===== src/rtl/mips_pkg.sv =====
// Shared MIPS opcode/funct constants and scheduler state encoding.
// Imported by the dual-issue scheduler and its instruction decoder.
package mips_pkg;

    localparam logic [5:0] OP_RTYPE = 6'h00;
    localparam logic [5:0] OP_J     = 6'h02;
    localparam logic [5:0] OP_JAL   = 6'h03;
    localparam logic [5:0] OP_BEQ   = 6'h04;
    localparam logic [5:0] OP_BNE   = 6'h05;
    localparam logic [5:0] OP_ADDI  = 6'h08;
    localparam logic [5:0] OP_ADDIU = 6'h09;
    localparam logic [5:0] OP_SLTI  = 6'h0A;
    localparam logic [5:0] OP_ANDI  = 6'h0C;
    localparam logic [5:0] OP_ORI   = 6'h0D;
    localparam logic [5:0] OP_LUI   = 6'h0F;
    localparam logic [5:0] OP_LW    = 6'h23;
    localparam logic [5:0] OP_SW    = 6'h2B;

    localparam logic [5:0] FN_JR    = 6'h08;

    typedef enum logic [1:0] {
        S_EMPTY  = 2'd0,
        S_PAIR   = 2'd1,
        S_SINGLE = 2'd2
    } state_e;

endpackage


===== src/rtl/instr_decode.sv =====
// Combinational decode of one instruction into destination, sources,
// memory-access and control-transfer flags (register 0 = none).
module instr_decode
    import mips_pkg::*;
#(
    parameter int INSTR_W = 32,
    parameter int REG_W   = 5
) (
    input  logic [INSTR_W-1:0] instr_i,
    output logic [REG_W-1:0]   dest_o,
    output logic [REG_W-1:0]   src_a_o,
    output logic [REG_W-1:0]   src_b_o,
    output logic               is_mem_o,
    output logic               is_ctrl_o
);

    logic [5:0]       op;
    logic [5:0]       fn;
    logic [REG_W-1:0] rs;
    logic [REG_W-1:0] rt;
    logic [REG_W-1:0] rd;
    logic             is_r;
    logic             is_jr;
    logic             is_wrt;
    logic             is_rs_rt;
    logic             is_jmp;
    logic [INSTR_W-1:0] unused_instr;

    assign op  = instr_i[31:26];
    assign fn  = instr_i[5:0];
    assign rs  = instr_i[25:21];
    assign rt  = instr_i[20:16];
    assign rd  = instr_i[15:11];

    assign unused_instr = instr_i;

    assign is_r     = (op == OP_RTYPE);
    assign is_jr    = is_r && (fn == FN_JR);
    assign is_wrt   = (op inside {OP_ADDI, OP_ADDIU, OP_SLTI,
                                  OP_ANDI, OP_ORI, OP_LUI, OP_LW});
    assign is_rs_rt = (op inside {OP_SW, OP_BEQ, OP_BNE});
    assign is_jmp   = (op inside {OP_J, OP_JAL});

    // Field selection per instruction class
    always_comb begin
        dest_o  = '0;
        src_a_o = '0;
        src_b_o = '0;
        unique case (1'b1)
            is_r: begin
                dest_o  = is_jr ? '0 : rd;
                src_a_o = rs;
                src_b_o = rt;
            end
            is_wrt: begin
                dest_o  = rt;
                src_a_o = rs;
            end
            is_rs_rt: begin
                src_a_o = rs;
                src_b_o = rt;
            end
            (op == OP_JAL): begin
                dest_o = '1;
            end
            default: begin
                dest_o = '0;
            end
        endcase
    end

    assign is_mem_o  = (op == OP_LW) || (op == OP_SW);
    assign is_ctrl_o = is_jmp || is_jr || (op == OP_BEQ) || (op == OP_BNE);

endmodule


===== src/rtl/dual_issue_scheduler.sv =====
// Two-entry in-order issue scheduler feeding a dual-lane EX stage.
// Optional performance counters under DUAL_ISSUE_PERF_EN.
module dual_issue_scheduler
    import mips_pkg::*;
#(
    parameter int INSTR_W = 32,
    parameter int REG_W   = 5,
    parameter int CNT_W   = 32
) (
    input  logic               clk,
    input  logic               reset,
    input  logic               f_valid,
    input  logic [INSTR_W-1:0] f_instr0,
    input  logic [INSTR_W-1:0] f_instr1,
    output logic               f_ready,
    input  logic               ex_stall,
    input  logic               flush,
    output logic               iss_valid1,
    output logic [INSTR_W-1:0] iss_instr1,
    output logic               iss_valid2,
    output logic [INSTR_W-1:0] iss_instr2
`ifdef DUAL_ISSUE_PERF_EN
    ,
    output logic [CNT_W-1:0]   perf_dual,
    output logic [CNT_W-1:0]   perf_single,
    output logic [CNT_W-1:0]   perf_bubble
`endif
);

    state_e             state_q, state_d;
    logic [INSTR_W-1:0] a_q, a_d;
    logic [INSTR_W-1:0] b_q, b_d;
    logic [REG_W-1:0]   sb0_q, sb0_d;
    logic [REG_W-1:0]   sb1_q, sb1_d;
    logic               v1_q, v1_d;
    logic               v2_q, v2_d;
    logic [INSTR_W-1:0] i1_q, i1_d;
    logic [INSTR_W-1:0] i2_q, i2_d;

    logic [REG_W-1:0] dst_a, sa_a, sb_a;
    logic [REG_W-1:0] dst_b, sa_b, sb_b;
    logic             mem_a, ctl_a;
    logic             mem_b, ctl_b;
    logic             unused_ctl_b;

    logic held, pair, a_hz, b_hz, raw, waw;
    logic issue_a, issue_b, drain, fire;

    instr_decode #(.INSTR_W(INSTR_W), .REG_W(REG_W)) u_dec_a (
        .instr_i   (a_q),
        .dest_o    (dst_a),
        .src_a_o   (sa_a),
        .src_b_o   (sb_a),
        .is_mem_o  (mem_a),
        .is_ctrl_o (ctl_a)
    );

    instr_decode #(.INSTR_W(INSTR_W), .REG_W(REG_W)) u_dec_b (
        .instr_i   (b_q),
        .dest_o    (dst_b),
        .src_a_o   (sa_b),
        .src_b_o   (sb_b),
        .is_mem_o  (mem_b),
        .is_ctrl_o (ctl_b)
    );

    assign unused_ctl_b = ctl_b;

    function automatic logic sb_hit(input logic [REG_W-1:0] s,
                                    input logic [REG_W-1:0] e0,
                                    input logic [REG_W-1:0] e1);
        return (s != '0) && ((s == e0) || (s == e1));
    endfunction

    assign held = (state_q != S_EMPTY);
    assign pair = (state_q == S_PAIR);
    assign a_hz = sb_hit(sa_a, sb0_q, sb1_q) || sb_hit(sb_a, sb0_q, sb1_q);
    assign b_hz = sb_hit(sa_b, sb0_q, sb1_q) || sb_hit(sb_b, sb0_q, sb1_q);
    assign raw  = (dst_a != '0) && ((sa_b == dst_a) || (sb_b == dst_a));
    assign waw  = (dst_a != '0) && (dst_a == dst_b);

    assign issue_a = held && !a_hz;
    assign issue_b = issue_a && pair && !b_hz && !raw && !waw
                     && !(mem_a && mem_b) && !ctl_a;
    assign drain   = issue_b || ((state_q == S_SINGLE) && issue_a);
    assign f_ready = reset && !ex_stall && !flush && (!held || drain);
    assign fire    = f_valid && f_ready;

    // Next-state: buffer, state, issue registers and load-use scoreboard
    always_comb begin
        state_d = state_q;
        a_d     = a_q;
        b_d     = b_q;
        sb0_d   = sb0_q;
        sb1_d   = sb1_q;
        v1_d    = v1_q;
        v2_d    = v2_q;
        i1_d    = i1_q;
        i2_d    = i2_q;
        if (flush) begin
            state_d = S_EMPTY;
            sb0_d   = '0;
            sb1_d   = '0;
            v1_d    = 1'b0;
            v2_d    = 1'b0;
            i1_d    = '0;
            i2_d    = '0;
        end else if (!ex_stall) begin
            v1_d  = issue_a;
            v2_d  = issue_b;
            i1_d  = issue_a ? a_q : '0;
            i2_d  = issue_b ? b_q : '0;
            sb0_d = (issue_a && mem_a) ? dst_a : '0;
            sb1_d = (issue_b && mem_b) ? dst_b : '0;
            if (fire) begin
                a_d     = f_instr0;
                b_d     = f_instr1;
                state_d = S_PAIR;
            end else if (issue_a) begin
                if (drain) begin
                    state_d = S_EMPTY;
                end else begin
                    a_d     = b_q;
                    state_d = S_SINGLE;
                end
            end
        end
    end

    // State and datapath registers
    always_ff @(posedge clk or negedge reset) begin
        if (!reset) begin
            state_q <= S_EMPTY;
            a_q     <= '0;
            b_q     <= '0;
            sb0_q   <= '0;
            sb1_q   <= '0;
            v1_q    <= 1'b0;
            v2_q    <= 1'b0;
            i1_q    <= '0;
            i2_q    <= '0;
        end else begin
            state_q <= state_d;
            a_q     <= a_d;
            b_q     <= b_d;
            sb0_q   <= sb0_d;
            sb1_q   <= sb1_d;
            v1_q    <= v1_d;
            v2_q    <= v2_d;
            i1_q    <= i1_d;
            i2_q    <= i2_d;
        end
    end

    assign iss_valid1 = v1_q;
    assign iss_instr1 = i1_q;
    assign iss_valid2 = v2_q;
    assign iss_instr2 = i2_q;

`ifdef DUAL_ISSUE_PERF_EN
    logic [CNT_W-1:0] pd_q, ps_q, pb_q;
    logic             cnt_en;

    assign cnt_en = !ex_stall && !flush;

    // Saturating issue-mix counters, cleared only by reset
    always_ff @(posedge clk or negedge reset) begin
        if (!reset) begin
            pd_q <= '0;
            ps_q <= '0;
            pb_q <= '0;
        end else if (cnt_en) begin
            if (issue_b && (pd_q != '1))
                pd_q <= pd_q + CNT_W'(1);
            if (issue_a && !issue_b && (ps_q != '1))
                ps_q <= ps_q + CNT_W'(1);
            if (held && !issue_a && (pb_q != '1))
                pb_q <= pb_q + CNT_W'(1);
        end
    end

    assign perf_dual   = pd_q;
    assign perf_single = ps_q;
    assign perf_bubble = pb_q;
`else
    logic [CNT_W-1:0] unused_cnt;
    assign unused_cnt = '0;
`endif

endmodule

===== config.mk =====
export PLATFORM = sky130hd
export DESIGN_NAME = dual_issue_scheduler
export DESIGN_NICKNAME = d
export VERILOG_FILES = /design/src/rtl/mips_pkg.sv /design/src/rtl/instr_decode.sv /design/src/rtl/dual_issue_scheduler.sv
export SDC_FILE = /design/constraint.sdc
export NUM_CORES = 1
export LEC_CHECK = 0
export CAP_MARGIN = 20
export CORE_ASPECT_RATIO = 1.5
export CORE_UTILIZATION = 53
export DETAILED_ROUTE_END_ITERATION = 6
export PLACE_DENSITY = 0.8
export SETUP_SLACK_MARGIN = 0.15
export SYNTH_ARGS = -nofsm -noshare
export SYNTH_HDL_FRONTEND = slang
export SYNTH_HIERARCHICAL = 1
export SYNTH_SLANG_ARGS = --single-unit

===== constraint.sdc =====
create_clock -name clk -period 4.39 [get_ports clk]
set_clock_uncertainty 0.2 [all_clocks]
set_input_delay 0.439 -clock clk [delete_from_list [all_inputs] [get_ports clk]]
set_output_delay 0.439 -clock clk [all_outputs]
set_load 0.005 [all_outputs]

=== Yosys cells after proc, flatten, opt, wreduce, memory -nomap -nowiden ===
Index checks and enable logic that the tools add are counted.

* Bitwise logic cells: 2
* Equality and inequality tests: 40
* Muxes and demuxes: 32
* Reductions and logical operators: 68

{| class="wikitable"
|+ Operators by type and width
! operator !! count
|-
| 32-bit 2-to-1 mux || 9
|-
| 6-bit by 4-bit == test with 1-bit output (second input constant) || 14
|-
| 5-bit 2-to-1 mux || 12
|-
| 5-bit == test || 11
|-
| 5-bit case mux with 3 select lines || 2
|-
| 5-bit nonzero test || 5
|-
| 6-bit by 3-bit == test with 1-bit output (second input constant) || 4
|-
| 6-bit == test (second input constant) || 4
|-
| 1-bit logical AND || 23
|-
| 6-bit by 2-bit == test with 1-bit output (second input constant) || 3
|-
| 1-bit logical OR || 14
|-
| 7-bit nonzero test || 2
|-
| 6-bit zero test || 2
|-
| 2-bit 2-to-1 mux || 5
|-
| 1-bit zero test || 9
|-
| 3-bit nonzero test || 3
|-
| 2-bit nonzero test || 3
|-
| 3-bit OR reduction || 2
|-
| 1-bit 2-to-1 mux || 4
|-
| 2-bit by 1-bit inequality test with 1-bit output (second input constant) || 2
|-
| 4-bit AND reduction || 1
|-
| 2-bit OR reduction || 2
|-
| 3-bit AND reduction || 1
|-
| 2-bit by 1-bit == test with 1-bit output (second input constant) || 1
|-
| 3 further kinds || 4
|}

* Logic and storage cells: 151
* Register bits after elaboration: 142
* Output and inout port bits: 67

=== Logic depth before layout (Yosys ltp) ===
* Depth after elaboration: 23
* Depth in mapped cells: 15
* Mapped depth without buffers: 11

=== Hierarchy ===
The synthesis kept the hierarchy.

{| class="wikitable"
|+ By module, submodules not included
! module !! cells each !! area each (um^2) !! instances
|-
| dual_issue_scheduler || 463 || 6545.0 || 1
|-
| instr_decode || 47 || 316.6 || 2
|}

=== Least setup slack after synthesis ===
No wires, ideal clock.

* Path kind: register to register
* From: register a_q[2]
* To: register a_q[16]
* Data arrival time: 3.697 ns
* Clock period less this slack: 4.022 ns
* Stages on the path, launching flop included: 12
* Setup time: 0.125 ns
* Required time: 4.065 ns
* Setup slack: 0.368 ns
* Path through: dfrtp_1 > or4b_4 > o311a_4 > a221o_1 > clkbuf_1 > xor2_1 > or4_1 > and4bb_1 > a211oi_2 > buf_4 > mux2_1 > mux2_4

* Word-level cells in the longest chain between the ends: 18
* Elaborated cells between the ends (all ways): 29
* Those cells by class: 5 x eq/ne; 3 x mux; 21 x reduce/logical

{| class="wikitable"
|+ RTL lines
! what !! RTL line !! source
|-
| start, declared || dual_issue_scheduler.sv:31 || <nowiki>logic [INSTR_W-1:0] a_q, a_d;</nowiki>
|-
| start signal, assigned || dual_issue_scheduler.sv:134 || <nowiki>a_q <= '0;</nowiki>
|-
| start signal, assigned || dual_issue_scheduler.sv:144 || <nowiki>a_q <= a_d;</nowiki>
|-
| 6-bit by 4-bit == test with 1-bit output * || instr_decode.sv:38 || <nowiki>assign is_jr = is_r && (fn == FN_JR);</nowiki>
|-
| 1-bit logical AND * || instr_decode.sv:38 ||
|-
| 5-bit 2-to-1 mux * || instr_decode.sv:51 || <nowiki>dest_o = is_jr ? '0 : rd;</nowiki>
|-
| 5-bit case mux with 3 select lines * || instr_decode.sv:49 || <nowiki>unique case (1'b1)</nowiki>
|-
| net dst_a[0] || dual_issue_scheduler.sv:40 || <nowiki>logic [REG_W-1:0] dst_a, sa_a, sb_a;</nowiki>
|-
| 5-bit == test || dual_issue_scheduler.sv:79 || <nowiki>assign raw = (dst_a != '0) && ((sa_b == dst_a) || (sb_b == dst_a));</nowiki>
|-
| 1-bit logical OR || dual_issue_scheduler.sv:79 ||
|-
| 1-bit logical AND || dual_issue_scheduler.sv:79 ||
|-
| [2 not listed] || n/a ||
|-
| 1-bit logical AND * || dual_issue_scheduler.sv:83 || <nowiki>assign issue_b = issue_a && pair && !b_hz && !raw && !waw</nowiki>
|-
| 1-bit logical AND * (2 in series) || dual_issue_scheduler.sv:84 || <nowiki>&& !(mem_a && mem_b) && !ctl_a;</nowiki>
|-
| 1-bit logical OR * || dual_issue_scheduler.sv:85 || <nowiki>assign drain = issue_b || ((state_q == S_SINGLE) && issue_a);</nowiki>
|-
| 1-bit logical OR || dual_issue_scheduler.sv:86 || <nowiki>assign f_ready = reset && !ex_stall && !flush && (!held || drain);</nowiki>
|-
| 1-bit logical AND || dual_issue_scheduler.sv:86 ||
|-
| 1-bit logical AND || dual_issue_scheduler.sv:87 || <nowiki>assign fire = f_valid && f_ready;</nowiki>
|-
| 2-bit by 1-bit inequality test with 1-bit output (no line) / 2-bit nonzero test (equally long branches) || n/a ||
|-
| 4-bit AND reduction (no line) || n/a ||
|}

The timed path passes the listed nets; every way through them passes the cells marked *.
A chain may end at the register's enable or synchronous reset.

=== Worst setup path after layout ===
* From: register b_q[28]
* To: register a_q[3]

* Elaborated cells between the ends (all ways): 57
* Those cells by class: 19 x eq/ne; 5 x mux; 33 x reduce/logical

{| class="wikitable"
|+ RTL lines
! what !! RTL line !! source
|-
| start, declared || dual_issue_scheduler.sv:32 || <nowiki>logic [INSTR_W-1:0] b_q, b_d;</nowiki>
|-
| start signal, assigned || dual_issue_scheduler.sv:135 || <nowiki>b_q <= '0;</nowiki>
|-
| start signal, assigned || dual_issue_scheduler.sv:145 || <nowiki>b_q <= b_d;</nowiki>
|-
| branches (longest 3 deep; another with 7-bit nonzero test) || n/a ||
|-
| 5-bit case mux with 3 select lines * || instr_decode.sv:49 ||
|-
| net dst_b[3] || dual_issue_scheduler.sv:41 || <nowiki>logic [REG_W-1:0] dst_b, sa_b, sb_b;</nowiki>
|-
| 5-bit == test * || dual_issue_scheduler.sv:80 || <nowiki>assign waw = (dst_a != '0) && (dst_a == dst_b);</nowiki>
|-
| 1-bit logical AND * || dual_issue_scheduler.sv:80 ||
|-
| 1-bit zero test * || dual_issue_scheduler.sv:83 ||
|-
| 1-bit logical AND * || dual_issue_scheduler.sv:83 ||
|-
| 1-bit logical AND * (2 in series) || dual_issue_scheduler.sv:84 ||
|-
| 1-bit logical OR * || dual_issue_scheduler.sv:85 ||
|-
| 1-bit logical OR || dual_issue_scheduler.sv:86 ||
|-
| 1-bit logical AND || dual_issue_scheduler.sv:86 ||
|-
| 1-bit logical AND || dual_issue_scheduler.sv:87 ||
|-
| 2-bit by 1-bit inequality test with 1-bit output (no line) / 2-bit nonzero test (equally long branches) || n/a ||
|-
| 4-bit AND reduction (no line) || n/a ||
|}

Mark *: on every way through the listed nets, which the timed path passes.

==> flow_summary.ini <==
[run_status]
outcome = complete, but fails checks
violations = negative setup slack

[power_and_ir_drop]
swShare_pct = 34.83
p_clk_share_pct = 23.2
switching_power_uw = 2111
total_power_uw = 6060
p_leak_uw = 0.004750
p_int_uw = 3950
p_seq_share_pct = 32.5
ir_worst_vdd_v = 0.0003683
combPwrFrac_pct = 44.3
pwr_density_cell_mw_per_mm2 = 595.0

[critical_path]
endpoint_kind = flip-flop
required_ns = 4.50
cp-start-kind = flip-flop
critical_path_class = flip-flop to flip-flop
cp_max_fo = 8
cp.arrival_ns = 4.78

[grt]
grt_antenna_before_repair = 0
grt_max_degree = 79
grt.total_usage_pct = 35.63
grt_pass1_wl_um = 37120
grt-ovfl-total = 0
grt_pass1_vias = 6413

[place]
portBuffers = 135
post-dp-hpwl_um = 13350
place_congestion = 0.9277
post-place-cells = 822

[synthesis]
syn_inst = 553
synth_area_per_cell_sq_um = 12.93
yosys_warnings = 6
syn_area_sq_mm = 0.007152
syn-num-nets = 622

[timing]
rsz0062_at_grt = true
final.min_clock_period_ns = 4.676
hold_viol = 0
slew_headroom_pct = 30.84
fin_hold_ws_ns = 0.2820
max_freq_mhz = 213.9
final.setup.worst_slack_ns = -0.2858
drv_slew = 0
setup-violations-final = 104
min_period_over_period_pct = 106.5
worst_pin_slew_ns = 1.035

[floorplan]
die-area_sq_mm = 0.01397
rows = 51
fp.dieW_um = 96.85
die_y_um = 144.3
core_sq_mm = 0.01308
io_pins = 136
start_util_pct = 54.67

[run]
maxCapViolations = 0

[drt]
avgViaCountPerCell = 6.839
drt_iter0_markers = 651
routed-via-count = 6162
detail_route.wirelength_um = 25910
detail-route-antenna-nets = 0
remaining_drc_errors = 0
drtPass1Iterations = 7
drt-wirelength-per-cell_um = 28.76

[layout]
final_nets = 800
final_cells = 901
nFillCells = 695
drive_gt1_share_pct = 25.78
area_growth_pct = 42.42

[clock_tree]
cts-root-buf = clkbuf_16
insertion_delay_ns = 0.42
cts_sinks = 142
h-tree-depth = 4
cts_buffers = 17
clockBufferDepth = 2
clk_transition_reported_paths_ns = 0.06
cts_tree = done

[hold_path]
hold_path_class = flip-flop to flip-flop
[worst max-delay path: stages, from the launching register on]
cell and delay, ns:
dfrtp_1 0.48, buf_4 0.20, nor4_1 0.75, o311a_4 0.39
a221o_1 0.24, xnor2_2 0.15, nand3_1 0.13, or4_4 0.48
and4bb_1 0.26, a211oi_4 0.29, buf_6 0.21, clkbuf_16 0.19
mux2_1 0.33, mux2_4 0.26
[timing repair]
action / in CTS / in global routing
gates cloned: 11 / 4
gates resized for setup: 60 / 23
setup endpoints to repair: 65 / 129
pin swaps: 18 / 17
hold buffers: 2 / 0
endpoints found under the hold margin: 64 / 0
setup buffers: 26 / 6
[worst paths after layout]
path                       startpoint             to  slack (ns)  depth (start not counted)
max reg2reg                   b_q[28]         a_q[3]       -0.29                         13
min reg2reg                iss_valid1     iss_valid1        0.28                          1
min                        iss_valid1     iss_valid1        0.28                          1
min in group asynchronous       reset  iss_instr1[2]        0.42                          3
max                           b_q[28]         a_q[3]       -0.29                         13
max in group asynchronous       reset       sb1_q[0]        2.63                          3
[flip-flops by register name, indices dropped and copies added (netlist names)]
signal	count
a_q	32
b_q	32
iss_instr1	32
iss_instr2	32
iss_valid1	1
iss_valid2	1
sb0_q	5
sb1_q	5
state_q	2
[layout by cell type (no fill, tap or decap), types with 3 or more instances in the layout]
cell type	n
a221o_1	11
clkbuf_1	3
buf_6	17
a21oi_1	5
xnor2_1	29
or4_1	5
dfrtp_1	142
nor3_1	6
buf_8	3
a32o_1	5
xor2_1	23
clkdlybuf4s50_1	133
and2_1	20
nand3_1	9
a22o_1	69
nand3b_1	4
mux2_1	25
buf_12	5
inv_1	3
clkbuf_16	21
nor2_1	20
clkinv_2	3
buf_4	27
mux2_4	70
nor4_1	4
buf_16	11
o21ai_0	7
or4_4	4
[layout make-up]
class / count / area (sq um) / share of cell area (%)
repair buffers: 202 / 2288 / 22.47
clock buffers: 22 / 464.2 / 4.557
clock inverters: 7 / 90.09 / 0.8844
inverters: 3 / 11.26 / 0.1106
diodes: 1 / 2.502 / 0.02457
multi-input cells: 365 / 3577 / 35.12
well taps: 159 / 198.9 / 1.953
flip-flops and latches: 142 / 3553 / 34.89
[power by group through the flow]
stage	Clock, uW	Combinational [uW]	Sequential (uW)
CTS	1400	2260	1930
global route	1460	2810	2000
floorplan	0	1300	1780
global placement	0	1640	1930
detailed placement	0	1720	1950
finish	1410	2680	1970
[per-stage QoR]
step                instance area, sq um  util [%]  worst slack [ns]  setup TNS [ns]
floorplan                           7152         -            0.3680               0
global placement                    8688     66.42            0.1752               0
detailed placement                  8688     66.42           0.06105               0
global route                       10180     77.85           -0.4465          -37.41
finish                             10190     77.87           -0.2858          -20.73
CTS                                 9937     75.96           0.04440               0
[metal layers]
layer,share of wire (%),vias up,GRT usage [%]
li1,-,2418,-
met1,33,3040,37.38
met2,49,494,61.34
met3,9.3,210,9.908
met4,9.2,0,26.32
met5,0,-,0
Note: power is estimated with default switching activity, not from simulation.
==> patch: new RTL, same settings <==
Build with the macro `DUAL_ISSUE_PERF_EN` defined.
--- a/src/rtl/dual_issue_scheduler.sv
+++ b/src/rtl/dual_issue_scheduler.sv
@@ -1,5 +1,7 @@
 // Two-entry in-order issue scheduler feeding a dual-lane EX stage.
 // Optional performance counters under DUAL_ISSUE_PERF_EN.
+`define DUAL_ISSUE_PERF_EN
+
 module dual_issue_scheduler
     import mips_pkg::*;
 #(
New outputs: perf_bubble, perf_dual and perf_single. Function: not settled (the Yosys comparison gave no result); the edit may change what the design does.
==> patch against the original RTL <==
  * The run still ends with setup timing left
  * Register-to-register slack got worse by 0.03 ns
  * Fmax fell by 1.6%
  * Sequential cell count rose by 96
  * Worst setup slack got worse by 0.075 ns
  * Total power rose by 16%
  * Routed wire length rose by 30%
  * Synthesized area rose by 55%
  * Design area rose by 54%
  * Largest cell class is now flip-flops and latches
==> patch: results (changes against the original RTL) <==
[run_status]
status = complete, but fails checks
failed_checks = setup timing

[pwr]
peak_supply_drop_v = 0.000386  ; +4.7%
power.static_leakage_uw = 0.00705  ; +48%

[finish]
layout.cells.non_filler = 1531  ; +70%
drive_gt1_frac = 0.167  ; -0.0911
finish.net_count = 1324  ; +66%
num-fill-cells = 1318  ; +90%

[hold_path]
worst_hold_path.endpoint = perf_dual[9]
holdCritPathClass = reg -> reg
worst_hold_startpoint = perf_dual[9]
min_path_cells = 1  ; unchanged

[critical_path]
worstReg2RegEnd = b_q[4]
crit_arrival_ns = 4.11  ; -0.67 ns
worst-r2r-cell-count = 15  ; +2
regToRegStartpoint = a_q[4]
cp_max_fo = 5  ; -3
setup.reg_to_reg.worst_slack_ns = -0.32  ; -0.03 ns

[grt]
via_count_of_the_first_global_routing_pass = 9509  ; +48%
grt_pass1_wl_um = 51800  ; +39%
combined_global_route_utilization_of_all_metal_layers = 0.308  ; -0.0480
antenna_found_initial = 1  ; +1
globalRouteOverflowTotal = 0  ; unchanged
grt_max_degree = 92  ; +16%

[clocking]
ctsRootBufferMaster = sky130_fd_sc_hd__clkbuf_16
clock_tree.htree_level_count = 1  ; -3
cts_made_buffers = 23  ; +6
clk_latency_ns = 0.52  ; +0.10 ns
cts.reportedPaths.clkPinSlew_ns = 0.06  ; about the same
cts_max_path_buffers = 3  ; +1

[placement]
gp_congestion = 0.902  ; -2.8%
dp_hpwl_um = 21400  ; +61%
portBuffers = 231  ; +71%

[drt]
route.detailed.vias_per_inst = 6.08  ; -11%
drt_first_pass_iters = 6  ; -1
first_iter_violations = 611  ; -6.1%
detail_route.wl_per_cell_um = 22.0  ; -23%

[timing]
timing.final.setup_violations = 94  ; -9.6%
finalHoldWorstSlack_ns = 0.287  ; +0.00507 ns
final.setup.worst_slack_ns = -0.360  ; -0.0747 ns
slew_headroom = 0.354  ; +0.0461

[synthesis]
yosysWarningCount = 6  ; unchanged
synthCells = 964  ; +74%
synth_nets = 1036  ; +67%

patch: area by class of cell:
cell class                      instances  area share
Timing Repair Buffer                  318       0.211
Inverter                               12     0.00287
Sequential cell                       238       0.379
Antenna cell                            1    0.000159
Clock buffer                           30      0.0402
Multi-Input combinational cell        659       0.338
Clock inverter                          9     0.00781
Tap cell                              264      0.0210
patch: critical path: stages, from the launching register on:
cell	delay [ns]
sky130_fd_sc_hd__dfrtp_1	0.38
sky130_fd_sc_hd__or4b_4	0.55
sky130_fd_sc_hd__o311a_4	0.36
sky130_fd_sc_hd__a221o_1	0.35
sky130_fd_sc_hd__or4_4	0.55
sky130_fd_sc_hd__nor2_4	0.14
sky130_fd_sc_hd__nor4_2	0.07
sky130_fd_sc_hd__or4_4	0.48
sky130_fd_sc_hd__or2_4	0.25
sky130_fd_sc_hd__a2bb2oi_2	0.15
sky130_fd_sc_hd__nor3b_2	0.16
sky130_fd_sc_hd__buf_2	0.15
patch: worst max path at each step:
stage | from | endpoint | slack (ns) | cells past startpoint
floorplan | a_q[2] | b_q[14] | 0.02 | 13
global placement | a_q[2] | f_ready | -0.25 | 11
detailed placement | a_q[2] | f_ready | -0.29 | 11
CTS | a_q[4] | f_ready | -0.38 | 11
global route | a_q[4] | f_ready | -0.45 | 11
finish | a_q[4] | f_ready | -0.36 | 11
patch: layer usage:
metal,track usage,wire length (um)
met3,0.0500,2030
met5,0,0
met1,0.360,12200
met4,0.163,1810
met2,0.545,17700
patch: stage by stage:
step,total power (uW),instance area (um2),TNS [ns],setup slack (ns)
floorplan,3940,11100,0,0.0204
global placement,4730,14100,-2.78,-0.251
detailed placement,4810,14100,-6.35,-0.285
CTS,6880,15400,-13.46,-0.383
global route,7330,15700,-23.92,-0.451
finish,7050,15700,-15.07,-0.360
patch: timing repair:
item	in CTS	in global routing
gates resized for setup	56	57
pin swaps	21	41
hold buffers	1	0
gates cloned	6	1
endpoints found under the hold margin	86	0
buffers inserted	10	8
setup endpoints to repair	141	174
patch: power breakdown:
part,switching (uW),internal (uW),leakage (uW)
Clock,841,1190,0.000372
Sequential,335,2470,0.00318
Combinational,1090,1140,0.00350
